--- src/rtl/sel_split_n.sv ---
// sel_split_n: N-way conditional token split with per-output credits.
// Ports: clk, rst (async, active low), i_drive/i_valid token in,
//   o_free ack out, o_driveNext/i_freeNext per-channel token/credit,
//   o_busy token held, o_credit packed counts (CW bits per channel),
//   o_err [2:0] sticky errors only when SEL_SPLIT_N_ERR_EN is defined.
module sel_split_n #(
  parameter int N = 5,
  parameter int CREDITS = 1,
  parameter int MULTICAST = 0,
  localparam int CW = $clog2(CREDITS + 1)
) (
  input  logic            clk,
  input  logic            rst,
  input  logic            i_drive,
  input  logic [N-1:0]    i_valid,
  output logic            o_free,
  output logic [N-1:0]    o_driveNext,
  input  logic [N-1:0]    i_freeNext,
  output logic            o_busy,
  output logic [N*CW-1:0] o_credit
`ifdef SEL_SPLIT_N_ERR_EN
  ,
  output logic [2:0]      o_err
`endif
);

  typedef enum logic [1:0] {
    IDLE,
    HOLD,
    ACK
  } state_t;

  localparam logic [CW-1:0] CMAX = CW'(CREDITS);

  state_t        r_state;
  logic [N-1:0]  r_mask;
  logic [N-1:0]  r_drv;
  logic          r_free;
  logic          r_busy;
  logic [CW-1:0] r_cred [N];

  logic [N-1:0]  w_low;
  logic [N-1:0]  w_eff;
  logic          w_accept;
  logic          w_ready;
  logic          w_disp;

  // Isolate the lowest set bit for unicast.
  assign w_low = i_valid & (~i_valid + {{(N-1){1'b0}}, 1'b1});
  assign w_eff = (MULTICAST != 0) ? i_valid : w_low;

  // A drive arriving with o_free is dropped.
  assign w_accept = (r_state == IDLE) && i_drive && !r_free;

  // Every targeted channel needs a registered credit.
  always_comb begin
    w_ready = 1'b1;
    for (int k = 0; k < N; k++) begin
      if (r_mask[k] && (r_cred[k] == '0)) begin
        w_ready = 1'b0;
      end
    end
  end

  assign w_disp = (r_state == HOLD) && w_ready;

  always_ff @(posedge clk or negedge rst) begin
    if (!rst) begin
      r_state <= IDLE;
      r_mask  <= '0;
      r_drv   <= '0;
      r_free  <= 1'b0;
      r_busy  <= 1'b0;
    end else begin
      r_drv  <= '0;
      r_free <= 1'b0;
      unique case (r_state)
        IDLE: begin
          if (w_accept) begin
            r_mask  <= w_eff;
            r_busy  <= 1'b1;
            r_state <= HOLD;
          end
        end
        HOLD: begin
          if (w_ready) begin
            r_drv   <= r_mask;
            r_state <= ACK;
          end
        end
        ACK: begin
          r_free  <= 1'b1;
          r_busy  <= 1'b0;
          r_state <= IDLE;
        end
        default: begin
          r_busy  <= 1'b0;
          r_state <= IDLE;
        end
      endcase
    end
  end

  for (genvar k = 0; k < N; k++) begin : g_cred
    logic w_d;
    logic w_f;
    assign w_d = w_disp & r_mask[k];
    assign w_f = i_freeNext[k];

    // Return and dispatch together cancel out.
    always_ff @(posedge clk or negedge rst) begin
      if (!rst) begin
        r_cred[k] <= CMAX;
      end else if (w_f && !w_d) begin
        if (r_cred[k] != CMAX) begin
          r_cred[k] <= r_cred[k] + 1'b1;
        end
      end else if (w_d && !w_f) begin
        r_cred[k] <= r_cred[k] - 1'b1;
      end
    end

    assign o_credit[k*CW +: CW] = r_cred[k];
  end

  assign o_free      = r_free;
  assign o_driveNext = r_drv;
  assign o_busy      = r_busy;

`ifdef SEL_SPLIT_N_ERR_EN
  logic [2:0] r_err;
  logic       w_ovf;
  logic       w_bad;
  logic       w_multi;

  always_comb begin
    w_ovf = 1'b0;
    for (int k = 0; k < N; k++) begin
      if (i_freeNext[k] && !(w_disp && r_mask[k]) &&
          (r_cred[k] == CMAX)) begin
        w_ovf = 1'b1;
      end
    end
  end

  assign w_multi = |(i_valid & (i_valid - {{(N-1){1'b0}}, 1'b1}));
  assign w_bad   = (i_valid == '0) ||
                   ((MULTICAST == 0) && w_multi);

  always_ff @(posedge clk or negedge rst) begin
    if (!rst) begin
      r_err <= '0;
    end else begin
      if (i_drive && ((r_state != IDLE) || r_free)) r_err[0] <= 1'b1;
      if (w_ovf) r_err[1] <= 1'b1;
      if (w_accept && w_bad) r_err[2] <= 1'b1;
    end
  end

  assign o_err = r_err;
`endif

endmodule

--- config.mk ---
export PLATFORM = sky130hd
export DESIGN_NAME = sel_split_n
export DESIGN_NICKNAME = d
export VERILOG_FILES = /design/src/rtl/sel_split_n.sv
export SDC_FILE = /design/constraint.sdc
export NUM_CORES = 1
export LEC_CHECK = 0
export CORE_UTILIZATION = 59
export DETAILED_ROUTE_END_ITERATION = 10
export DONT_BUFFER_PORTS = 1
export HOLD_SLACK_MARGIN = 0.02
export PLACE_DENSITY = 0.75
export SYNTH_ARGS = -nofsm -noshare
export SYNTH_HDL_FRONTEND = slang
export SYNTH_SLANG_ARGS = --single-unit
--- constraint.sdc ---
create_clock -name clk -period 2.47 [get_ports clk]
set_input_delay 0.3705 -clock clk [delete_from_list [all_inputs] [get_ports clk]]
set_output_delay 0.3705 -clock clk [all_outputs]
set_load 0.01 [all_outputs]
==> out/qor.log <==
INFO  sta            timing_max_transition_violations_final=0
INFO  floorplan      num_rows=13
INFO  sta            finClkSkew=0.00149ns
INFO  sta            max_freq=0.511GHz
INFO  sta            final-hold-violation-count=0
INFO  setup_path     worst-endpoint-arrival=2.16ns
INFO  sta            grt_setup_unrepaired=no
INFO  final_layout   post_route_cells_drive_above_1_share=17.9%
INFO  clock_network  cts_made_buffers=3
INFO  clock_network  clock_sink_count=19
INFO  detailed_routing route.vias.total=537
INFO  power_and_ir_drop power_switching_share=33.8%
INFO  power_and_ir_drop pwr-share-seq=54.6%
INFO  floorplan      die_area=0.00162mm^2
INFO  detailed_routing m1WireLength=581um
INFO  detailed_routing met2RoutedLength=649um
INFO  sta            finalSetupTns=0ns
INFO  global_routing grt_pass1_wl=1930um
INFO  clock_network  post_cts_buffers=0
INFO  min_path       hold_path_startpoint=i_valid[2]
INFO  setup_path     r2r-start=o_credit[0]
INFO  detailed_routing drt_first_pass_iters=4
INFO  run            drv.max_cap_violation_count=0
INFO  min_path       worst_hold_path_type=input pin to flip-flop
INFO  detailed_routing route.detailed.wl_per_inst=14.3um
INFO  detailed_routing antenna_violating_nets_post_route=0
INFO  sta            fin_crit=1.96ns
INFO  final_layout   filler_cell_count_in_the_final_layout=108
INFO  setup_path     critical_path.startpoint=o_credit[0]
INFO  setup_path     crit_fanout=12
INFO  outcome        outcome=completed
INFO  final_layout   n_antenna_cell=0
INFO  floorplan      die_w=40.2um
INFO  setup_path     worst-setup-path-type=flip-flop to flip-flop
INFO  power_and_ir_drop p_leak=0.446nW
INFO  placement      global_placer_s_final_weighted_congestion=0.677
INFO  floorplan      floorplan.core_area=0.00133mm^2
INFO  global_routing grt_remaining_overflow=0
INFO  detailed_routing avgViaCountPerCell=5.77
INFO  synthesis      ys_warn_count=0
INFO  final_layout   syn2layout_area_growth=5.81%
INFO  sta            fin_crit_sh=79.2%
INFO  setup_path     worst_setup_path_start_kind=flip-flop
INFO  floorplan      start_util=64.5%
INFO  synthesis      number_of_synthesized_register_bits=19
INFO  global_routing antenna_violations_before_repair=0
INFO  global_routing largest_net_degree_at_the_start_of_global_routing=20
INFO  synthesis      synth_seq_area_share=56.0%
INFO  sta            finalSetupViolations=0
INFO  setup_path     critPathCaptureType=flip-flop
INFO  floorplan      boundaryPins=25
INFO  synthesis      yosys.cell_types.count=28
INFO  synthesis      synthCells=74
INFO  detailed_routing drt_first_iter_violations=15
INFO  global_routing groute.usage.overall=18.9%
INFO  floorplan      die_y=40.2um
INFO  clock_network  clock-root-buffer=sky130_fd_sc_hd__clkbuf_4
INFO  setup_path     cp_data_required_time=2.68ns
INFO  detailed_routing top_layer_used=met4
INFO  clock_network  clk_transition_reported_paths=0.10ns
INFO  power_and_ir_drop switchingPower=0.000307W
INFO  placement      dp_hpwl=951um
INFO  clock_network  h-tree-depth=1
INFO  clock_network  clock_tree_from_tritoncts=yes
INFO  power_and_ir_drop post-layout-total-power=0.000907W
INFO  detailed_routing met3WireLength=86um
INFO  power_and_ir_drop internal_power=0.000601W
INFO  clock_network  clk_latency=0.28ns
INFO  detailed_routing remaining_drc_errors=0
INFO  global_routing first_global_vias=464
INFO  placement      buffer_ports.inserted=0
INFO  power_and_ir_drop power_per_cell_area=996mW/mm^2
INFO  synthesis      synthesis.nets=92
INFO  synthesis      netlist_area=861um^2
INFO  power_and_ir_drop ir_drop_worst_case_vdd=0.515mV
INFO  power_and_ir_drop p_clk_share=16.1%
INFO  synthesis      syn_area_per_cell=11.6um^2
INFO  power_and_ir_drop share_comb_of_total_power=29.2%
INFO  sta            slew_headroom=45.4%
INFO  final_layout   finish.net_count=97
INFO  detailed_routing routed_wl=1330um
INFO  sta            worst-slew-pin-transition=0.816ns
INFO  final_layout   layout.cells.most_common=sky130_fd_sc_hd__dfrtp_1
INFO  clock_network  max-clock-path-buffers=2
[critical path: stages, from the launching register on]
cell and delay (ns):
sky130_fd_sc_hd__dfstp_2 0.57, sky130_fd_sc_hd__inv_1 0.07, sky130_fd_sc_hd__a222oi_1 0.37, sky130_fd_sc_hd__buf_4 0.24, sky130_fd_sc_hd__nand3_1 0.11, sky130_fd_sc_hd__ha_1 0.32, sky130_fd_sc_hd__nor2_1 0.05, sky130_fd_sc_hd__mux2i_1 0.15
[metrics by stage]
step | area [um^2] | utilization [%] | std cells | worst slack (ns) | hold slack [ns]
final | 911 | 68.3 | 93 | 0.514 | 0.203
after global routing | 911 | 68.3 | 93 | 0.462 | 0.204
after CTS | 911 | 68.3 | 93 | 0.512 | 0.194
after detailed placement | 875 | 65.6 | 88 | 0.564 | 0.0752
after global placement | 875 | 65.6 | 88 | 0.676 | 0.0752
after floorplan | 861 | - | 74 | 0.648 | 0.0749
[kinds of logic (layout without fill, tap and decap cells)]
logic type	count (synthesis)	count (layout)	share of synthesized area (%)
muxes	3	3	4.07
adders and majority gates	5	5	7.27
AOI/OAI and AO/OA	10	10	8.28
DFF	19	19	56.0
buffers and inverters	8	12	4.50
and+or+nand+nor	29	29	19.9
[cell type report]
| class | instances | area [um^2] | area share [%] |
|---|---|---|---|
| clock buffers | 4 | 26.3 | 2.88 |
| inverters | 5 | 18.8 | 2.06 |
| multi-input cells | 47 | 340 | 37.4 |
| flip-flops and latches | 19 | 482 | 52.9 |
| well taps | 15 | 18.8 | 2.06 |
| repair buffers | 3 | 25.0 | 2.75 |
[power groups by stage]
| stage | sequential (W) | combinational, W | clock (W) |
|---|---|---|---|
| 6_report | 0.000496 | 0.000265 | 0.000146 |
| 2_1_floorplan | 0.000486 | 0.000223 | 0 |
| 3_5_place_dp | 0.000504 | 0.000256 | 0 |
| 3_3_place_gp | 0.000500 | 0.000242 | 0 |
| 5_1_grt | 0.000512 | 0.000292 | 0.000166 |
| 4_1_cts | 0.000497 | 0.000266 | 0.000155 |
[synthesized netlist by cell type]
library cell / n / share of area [%]
sky130_fd_sc_hd__a21oi_1: 3 / 1.7
sky130_fd_sc_hd__a222oi_1: 1 / 1.2
sky130_fd_sc_hd__a22o_1: 1 / 1.0
sky130_fd_sc_hd__a22oi_2: 1 / 1.5
sky130_fd_sc_hd__a32o_1: 1 / 1.2
sky130_fd_sc_hd__and2_1: 1 / 0.73
sky130_fd_sc_hd__and2b_1: 1 / 0.87
sky130_fd_sc_hd__and3_1: 5 / 3.6
sky130_fd_sc_hd__buf_2: 1 / 0.58
sky130_fd_sc_hd__buf_6: 1 / 1.3
sky130_fd_sc_hd__clkbuf_1: 1 / 0.44
sky130_fd_sc_hd__dfrtp_1: 14 / 41
sky130_fd_sc_hd__dfstp_2: 5 / 15
sky130_fd_sc_hd__ha_1: 5 / 7.3
sky130_fd_sc_hd__inv_1: 5 / 2.2
sky130_fd_sc_hd__mux2_4: 1 / 1.7
sky130_fd_sc_hd__mux2i_1: 2 / 2.3
sky130_fd_sc_hd__nand2_1: 3 / 1.3
sky130_fd_sc_hd__nand2b_1: 2 / 1.5
sky130_fd_sc_hd__nand3_1: 5 / 2.9
sky130_fd_sc_hd__nor2_1: 3 / 1.3
sky130_fd_sc_hd__nor2b_1: 2 / 1.5
sky130_fd_sc_hd__nor3_1: 4 / 2.3
sky130_fd_sc_hd__nor3b_1: 1 / 0.87
sky130_fd_sc_hd__nor4_2: 1 / 1.5
sky130_fd_sc_hd__o21ai_0: 1 / 0.58
sky130_fd_sc_hd__o21ai_1: 2 / 1.2
sky130_fd_sc_hd__or4b_4: 1 / 1.6
[state kept, by name (all words and copies together), names as in the netlist]
| name | count |
|---|---|
| r_state | 2 |
| o_driveNext | 5 |
| o_busy | 1 |
| o_credit | 5 |
| o_free | 1 |
| r_mask | 5 |
[what timing repair did]
| item | CTS | global route |
|---|---|---|
| endpoints found under the setup margin | 0 | 0 |
| gates resized for setup | 0 | 0 |
| hold buffers | 1 | 0 |
| hold endpoints to repair | 19 | 0 |
[per-layer routing]
metal	vias to the layer above	global-route usage, %
li1	267	-
met1	243	25.6
met2	25	27.4
met3	2	3.33
met4	0	12.5
met5	-	0
[path summary, 6_finish.rpt]
kind / depth (start not counted) / slack [ns] / endpoint
worst min-delay path: 2 / 0.20 / r_mask[2]
min in group asynchronous: 1 / 0.62 / o_busy
worst max-delay path: 7 / 0.51 / o_credit[1]
worst max register to register: 7 / 0.51 / o_credit[1]
worst min register to register: 1 / 0.52 / o_credit[2]
max in group asynchronous: 1 / 1.35 / r_mask[1]
(Power assumes the default switching activity.)
